<file path="config.mk">
export PLATFORM = sky130hd
export DESIGN_NAME = axi_lite_initiator
export DESIGN_NICKNAME = d
export VERILOG_FILES = /design/src/rtl/axi_lite_initiator.sv
export SDC_FILE = /design/constraint.sdc
export NUM_CORES = 1
export LEC_CHECK = 0
export ABC_AREA = 1
export CAP_MARGIN = 20
export CORE_MARGIN = 3
export CORE_UTILIZATION = 25
export DETAILED_ROUTE_END_ITERATION = 6
export GPL_TIMING_DRIVEN = 1
export PLACE_DENSITY_LB_ADDON = 0.08
export SLEW_MARGIN = 20
export SYNTH_ARGS = -nofsm -noshare
export SYNTH_HDL_FRONTEND = slang
export SYNTH_SLANG_ARGS = --single-unit
</file>
<file path="constraint.sdc">
create_clock -name clk -period 4.4 [get_ports clk]
set_clock_uncertainty 0.2 [all_clocks]
set_input_delay 0.44 -clock clk [delete_from_list [all_inputs] [get_ports clk]]
set_output_delay 0.44 -clock clk [all_outputs]
set_load 0.05 [all_outputs]
</file>
<file path="src/rtl/axi_lite_initiator.sv">
// Single-outstanding AXI4-lite initiator: one valid/ready word request in, one AR/R or AW/W/B transaction out, one response back.
// Optional watchdog enabled by defining AXI_LITE_INITIATOR_TIMEOUT_EN.
module axi_lite_initiator #(
  parameter int TIMEOUT_CYCLES = 1024
) (
  input  logic        clk,
  input  logic        rst,
  input  logic        req_valid,
  output logic        req_ready,
  input  logic        req_write,
  input  logic        req_insn,
  input  logic [31:0] req_addr,
  input  logic [31:0] req_wdata,
  input  logic [3:0]  req_wstrb,
  output logic        rsp_valid,
  input  logic        rsp_ready,
  output logic [31:0] rsp_rdata,
  output logic        rsp_write,
  output logic        rsp_err,
  output logic        mem_axi_awvalid,
  input  logic        mem_axi_awready,
  output logic [31:0] mem_axi_awaddr,
  output logic [2:0]  mem_axi_awprot,
  output logic        mem_axi_wvalid,
  input  logic        mem_axi_wready,
  output logic [31:0] mem_axi_wdata,
  output logic [3:0]  mem_axi_wstrb,
  input  logic        mem_axi_bvalid,
  output logic        mem_axi_bready,
  output logic        mem_axi_arvalid,
  input  logic        mem_axi_arready,
  output logic [31:0] mem_axi_araddr,
  output logic [2:0]  mem_axi_arprot,
  input  logic        mem_axi_rvalid,
  output logic        mem_axi_rready,
  input  logic [31:0] mem_axi_rdata
);

  typedef enum logic [2:0] {IDLE, RD_ADDR, RD_DATA, WR_REQ, WR_RESP, RSP} state_t;

  state_t state;
  logic   aw_done;
  logic   w_done;
  logic   aw_hs;
  logic   w_hs;

  assign aw_hs          = mem_axi_awvalid & mem_axi_awready;
  assign w_hs           = mem_axi_wvalid & mem_axi_wready;
  assign mem_axi_awprot = 3'b000;

`ifdef AXI_LITE_INITIATOR_TIMEOUT_EN
  localparam int CNT_W = $clog2(TIMEOUT_CYCLES + 1);

  logic [CNT_W-1:0] tmo_cnt;
  logic             tmo_hit;
  logic             progress;
  logic             busy;

  // Sticky compare: a handshake at the limit defers the error to the next stalled cycle.
  assign tmo_hit = (tmo_cnt >= CNT_W'(TIMEOUT_CYCLES - 1));
  assign busy    = (state == RD_ADDR) || (state == RD_DATA) || (state == WR_REQ) || (state == WR_RESP);

  always_comb begin
    progress = 1'b0;
    case (state)
      RD_ADDR: progress = mem_axi_arready;
      RD_DATA: progress = mem_axi_rvalid;
      WR_REQ:  progress = aw_hs | w_hs;
      WR_RESP: progress = mem_axi_bvalid;
      default: progress = 1'b0;
    endcase
  end
`else
  logic tmo_unused;

  assign tmo_unused = (TIMEOUT_CYCLES > 0);
  assign rsp_err    = 1'b0;
`endif

  always_ff @(posedge clk or posedge rst) begin
    if (rst) begin
      state           <= IDLE;
      req_ready       <= 1'b0;
      rsp_valid       <= 1'b0;
      rsp_rdata       <= '0;
      rsp_write       <= 1'b0;
      aw_done         <= 1'b0;
      w_done          <= 1'b0;
      mem_axi_awvalid <= 1'b0;
      mem_axi_awaddr  <= '0;
      mem_axi_wvalid  <= 1'b0;
      mem_axi_wdata   <= '0;
      mem_axi_wstrb   <= '0;
      mem_axi_bready  <= 1'b0;
      mem_axi_arvalid <= 1'b0;
      mem_axi_araddr  <= '0;
      mem_axi_arprot  <= '0;
      mem_axi_rready  <= 1'b0;
`ifdef AXI_LITE_INITIATOR_TIMEOUT_EN
      tmo_cnt         <= '0;
      rsp_err         <= 1'b0;
`endif
    end else begin
      case (state)
        IDLE: begin
          req_ready <= 1'b1;
          if (req_valid && req_ready) begin
            req_ready <= 1'b0;
            rsp_write <= req_write;
            if (req_write) begin
              mem_axi_awaddr  <= req_addr;
              mem_axi_wdata   <= req_wdata;
              mem_axi_wstrb   <= req_wstrb;
              mem_axi_awvalid <= 1'b1;
              mem_axi_wvalid  <= 1'b1;
              aw_done         <= 1'b0;
              w_done          <= 1'b0;
              state           <= WR_REQ;
            end else begin
              mem_axi_araddr  <= req_addr;
              mem_axi_arprot  <= {req_insn, 2'b00};
              mem_axi_arvalid <= 1'b1;
              state           <= RD_ADDR;
            end
          end
        end
        RD_ADDR: begin
          if (mem_axi_arready) begin
            mem_axi_arvalid <= 1'b0;
            mem_axi_rready  <= 1'b1;
            state           <= RD_DATA;
          end
        end
        RD_DATA: begin
          if (mem_axi_rvalid) begin
            mem_axi_rready <= 1'b0;
            rsp_rdata      <= mem_axi_rdata;
            rsp_valid      <= 1'b1;
            state          <= RSP;
          end
        end
        WR_REQ: begin
          // AW and W retire independently; leave once both have been accepted.
          if (aw_hs) mem_axi_awvalid <= 1'b0;
          if (w_hs)  mem_axi_wvalid  <= 1'b0;
          aw_done <= aw_done | aw_hs;
          w_done  <= w_done | w_hs;
          if ((aw_done | aw_hs) && (w_done | w_hs)) begin
            mem_axi_bready <= 1'b1;
            state          <= WR_RESP;
          end
        end
        WR_RESP: begin
          if (mem_axi_bvalid) begin
            mem_axi_bready <= 1'b0;
            rsp_rdata      <= '0;
            rsp_valid      <= 1'b1;
            state          <= RSP;
          end
        end
        RSP: begin
          if (rsp_ready) begin
            rsp_valid <= 1'b0;
            req_ready <= 1'b1;
            state     <= IDLE;
`ifdef AXI_LITE_INITIATOR_TIMEOUT_EN
            rsp_err   <= 1'b0;
`endif
          end
        end
        default: state <= IDLE;
      endcase
`ifdef AXI_LITE_INITIATOR_TIMEOUT_EN
      if (state == IDLE) begin
        tmo_cnt <= '0;
      end else if (busy) begin
        tmo_cnt <= tmo_cnt + 1'b1;
        if (tmo_hit && !progress) begin
          mem_axi_awvalid <= 1'b0;
          mem_axi_wvalid  <= 1'b0;
          mem_axi_bready  <= 1'b0;
          mem_axi_arvalid <= 1'b0;
          mem_axi_rready  <= 1'b0;
          rsp_rdata       <= 32'hDEAD_BEEF;
          rsp_err         <= 1'b1;
          rsp_valid       <= 1'b1;
          state           <= RSP;
        end
      end
`endif
    end
  end

endmodule

</file>
==> impl_metrics.tcl <==
set metrics [dict create \
    slowest_delay_ps 500 \
    cts.repair.resized 0 \
    crit_path_end_kind "register" \
    hold_buffers 0 \
    crit_chain "nor2_2, nand2_1, inv_2, nand2_4, nor2_4, inv_2, buf_4, nand2_1, nand2_1" \
    crit_required_ps 4510 \
    p_leak_uw 0.00453 \
    slowest_stage "nor2_4" \
    nNetsFinal 1030 \
    crit_buf_inv 3 \
    hold_class "register to register" \
    stdcell_count 1212 \
    die_w_um 158 \
    layout_min_cycle_time_ps 2600 \
    syn_inst 669 \
    setup_violations 0 \
    cts_buffers 17 \
    synth_top_area_cell "dfrtp_1" \
    first_pass_iters 4 \
    post_route_cells_drive_above_1_share_pct 5.04 \
    initial_core_util_pct 25.9 \
    clockBufferDepth 2 \
    vias_per_cell 4.10 \
    yosys-top-cells-area "dfrtp_1, nand2_1, buf_2, inv_1, nand3_1" \
    maxCapViolations 0 \
    synth-seq-area-share_pct 63.7 \
    port_buffers 251 \
    cp_max_fo 27 \
    fillCellCount 2257 \
    yosys.area.top_type_share_pct 63.7 \
    max-slew-margin-rel_pct 32.6 \
    fin_crit_sh_pct 59.0 \
    gr-total-overflow 0 \
    num_rows 54 \
    cpMostUsedCell "nand2_1" \
    seq_area_um2 3650 \
    max_freq_mhz 385 \
    grt_usage_pct 14.3 \
    antenna_found_initial 0 \
    ys_types 17 \
    yosys_warnings 0 \
    rsz0062_at_grt "no" \
    ys_ff_latch 146 \
    syn-cell-area_um2 5740 \
    syn_area_per_cell_um2 8.58 \
    die_area_um2 24800 \
    dpl.hpwl_um 12000 \
    die_y_um 158 \
    powerDensity_nw_per_um2 898 \
    drc_errors 0 \
    worst_pin_slew_ps 1010 \
    vias 4964 \
    crit_type "register to register" \
    crit_family "simple AND/OR/NAND/NOR gates" \
    cts_root_buf "clkbuf_16" \
    grt_pass1_vias 4963 \
    finalMaxSlewViolations 0 \
    routed_wl_um 17600 \
    hold_violations 0 \
    grt_pass1_wl_um 27300 \
    gp_routability_congestion 0.749 \
    syn2layout_area_growth_pct 58.9 \
    arrival_ps 2710 \
    clk_pin_slew_ps 70 \
    clkSinkCount 146 \
    status "complete, no violations" \
    pin_count 258 \
    wl_per_cell_um 14.5 \
    multiInputGateArea_um2 1850 \
    insertedDiodeCount 0 \
    cts_setup_buffers 0 \
    dpl.cell_count 1180 \
    cts_max_level 4 \
    clk_latency_ps 420 \
    finalSetupTns_ps 0 \
    max-vdd-ir-drop_mv 0.373 \
    grt_max_degree 82 \
    cts_tree "done" \
    core_um2 22200 \
    fin_util_pct 41.2 \
    critPathLaunchType "register" \
    drtIter0Drc 213 \
    ant_nets 0 \
]
## state kept, by name (all words and copies together), names as in the netlist, 3 cells and up
register / cells
rsp_rdata: 32
mem_axi_awaddr: 32
state: 3
mem_axi_araddr: 32
mem_axi_wstrb: 4
mem_axi_wdata: 32
## kinds of logic after synthesis
group | Yosys count | synth area share, %
AO/OA/AOI/OAI | 8 | 0.785
buffers and inverters | 51 | 4.51
other | 1 | 0.0653
AND/OR/NAND/NOR | 463 | 31.0
flip-flops | 146 | 63.7
## worst paths after layout
| path | from | end | slack [ps] | cells after the start |
|---|---|---|---|---|
| setup / recovery | state[0] | mem_axi_awaddr[9] | 1800 | 9 |
| hold / removal | rsp_rdata[21] | rsp_rdata[21] | 270 | 2 |
| setup reg to reg | state[0] | mem_axi_awaddr[9] | 1800 | 9 |
| hold reg to reg | rsp_rdata[21] | rsp_rdata[21] | 270 | 2 |
| max in group asynchronous | rst | mem_axi_wstrb[1] | 2790 | 3 |
| min in group asynchronous | rst | rsp_rdata[22] | 320 | 2 |
## placed cells by master (no fill, tap or decap), types with 5 or more instances in the layout
cell type          n
clkdlybuf4s50_1  251
nor2_1            12
buf_4              6
dfrtp_1          146
conb_1             6
nand2_1          436
clkbuf_16         17
clkinvlp_4         5
nand3_1           10
inv_1             14
## worst reg2reg max path: stages, from the launching register on
cell,delay [ps]
dfrtp_1,450
nor2_2,180
nand2_1,120
inv_2,100
nand2_4,80
nor2_4,500
inv_2,370
buf_4,340
nand2_1,110
nand2_1,50
## Yosys cell counts
cell type	instances
a21boi_0	2
a21oi_1	2
buf_2	24
buf_4	6
buf_6	2
conb_1	1
dfrtp_1	146
inv_1	15
inv_2	4
nand2_1	436
nand2_4	1
nand3_1	10
nand4_1	1
nor2_1	12
nor2_2	1
nor2_4	2
o21ai_0	4
## layout make-up
class                   count  share of cell area, %
flip-flops and latches    146                   40.1
repair buffers            258                   28.3
inverters                  19                  0.823
clock inverters            13                   1.92
clock buffers              19                   4.86
multi-input cells         477                   20.2
well taps                 280                   3.84
## report_power, final
part / switching (uW) / leakage, uW / total [uW] / internal (uW)
registers: 331 / 0.00185 / 2280 / 1950
logic: 3030 / 0.00239 / 4380 / 1350
clock network: 607 / 0.000289 / 1530 / 919
## metal layers
layer	routed length [um]	share of wire [%]	track usage, %
met2	7990	45	22.2
met5	0	0	0
met3	1690	9.6	5.75
met1	7620	43	18.1
met4	287	1.6	4.67
## stage by stage
| stage | power (uW) | hold slack [ps] | worst slack (ps) | cell area (um^2) |
|---|---|---|---|---|
| after floorplan | 5140 | 242 | 1930 | 5760 |
| after global placement | 6730 | 253 | 1500 | 8500 |
| after detailed placement | 6740 | 258 | 1520 | 8500 |
| after CTS | 8320 | 273 | 1700 | 9120 |
| after global routing | 8670 | 281 | 1460 | 9120 |
| final | 8190 | 266 | 1800 | 9120 |
No activity file was read; power rests on OpenSTA's default activity.
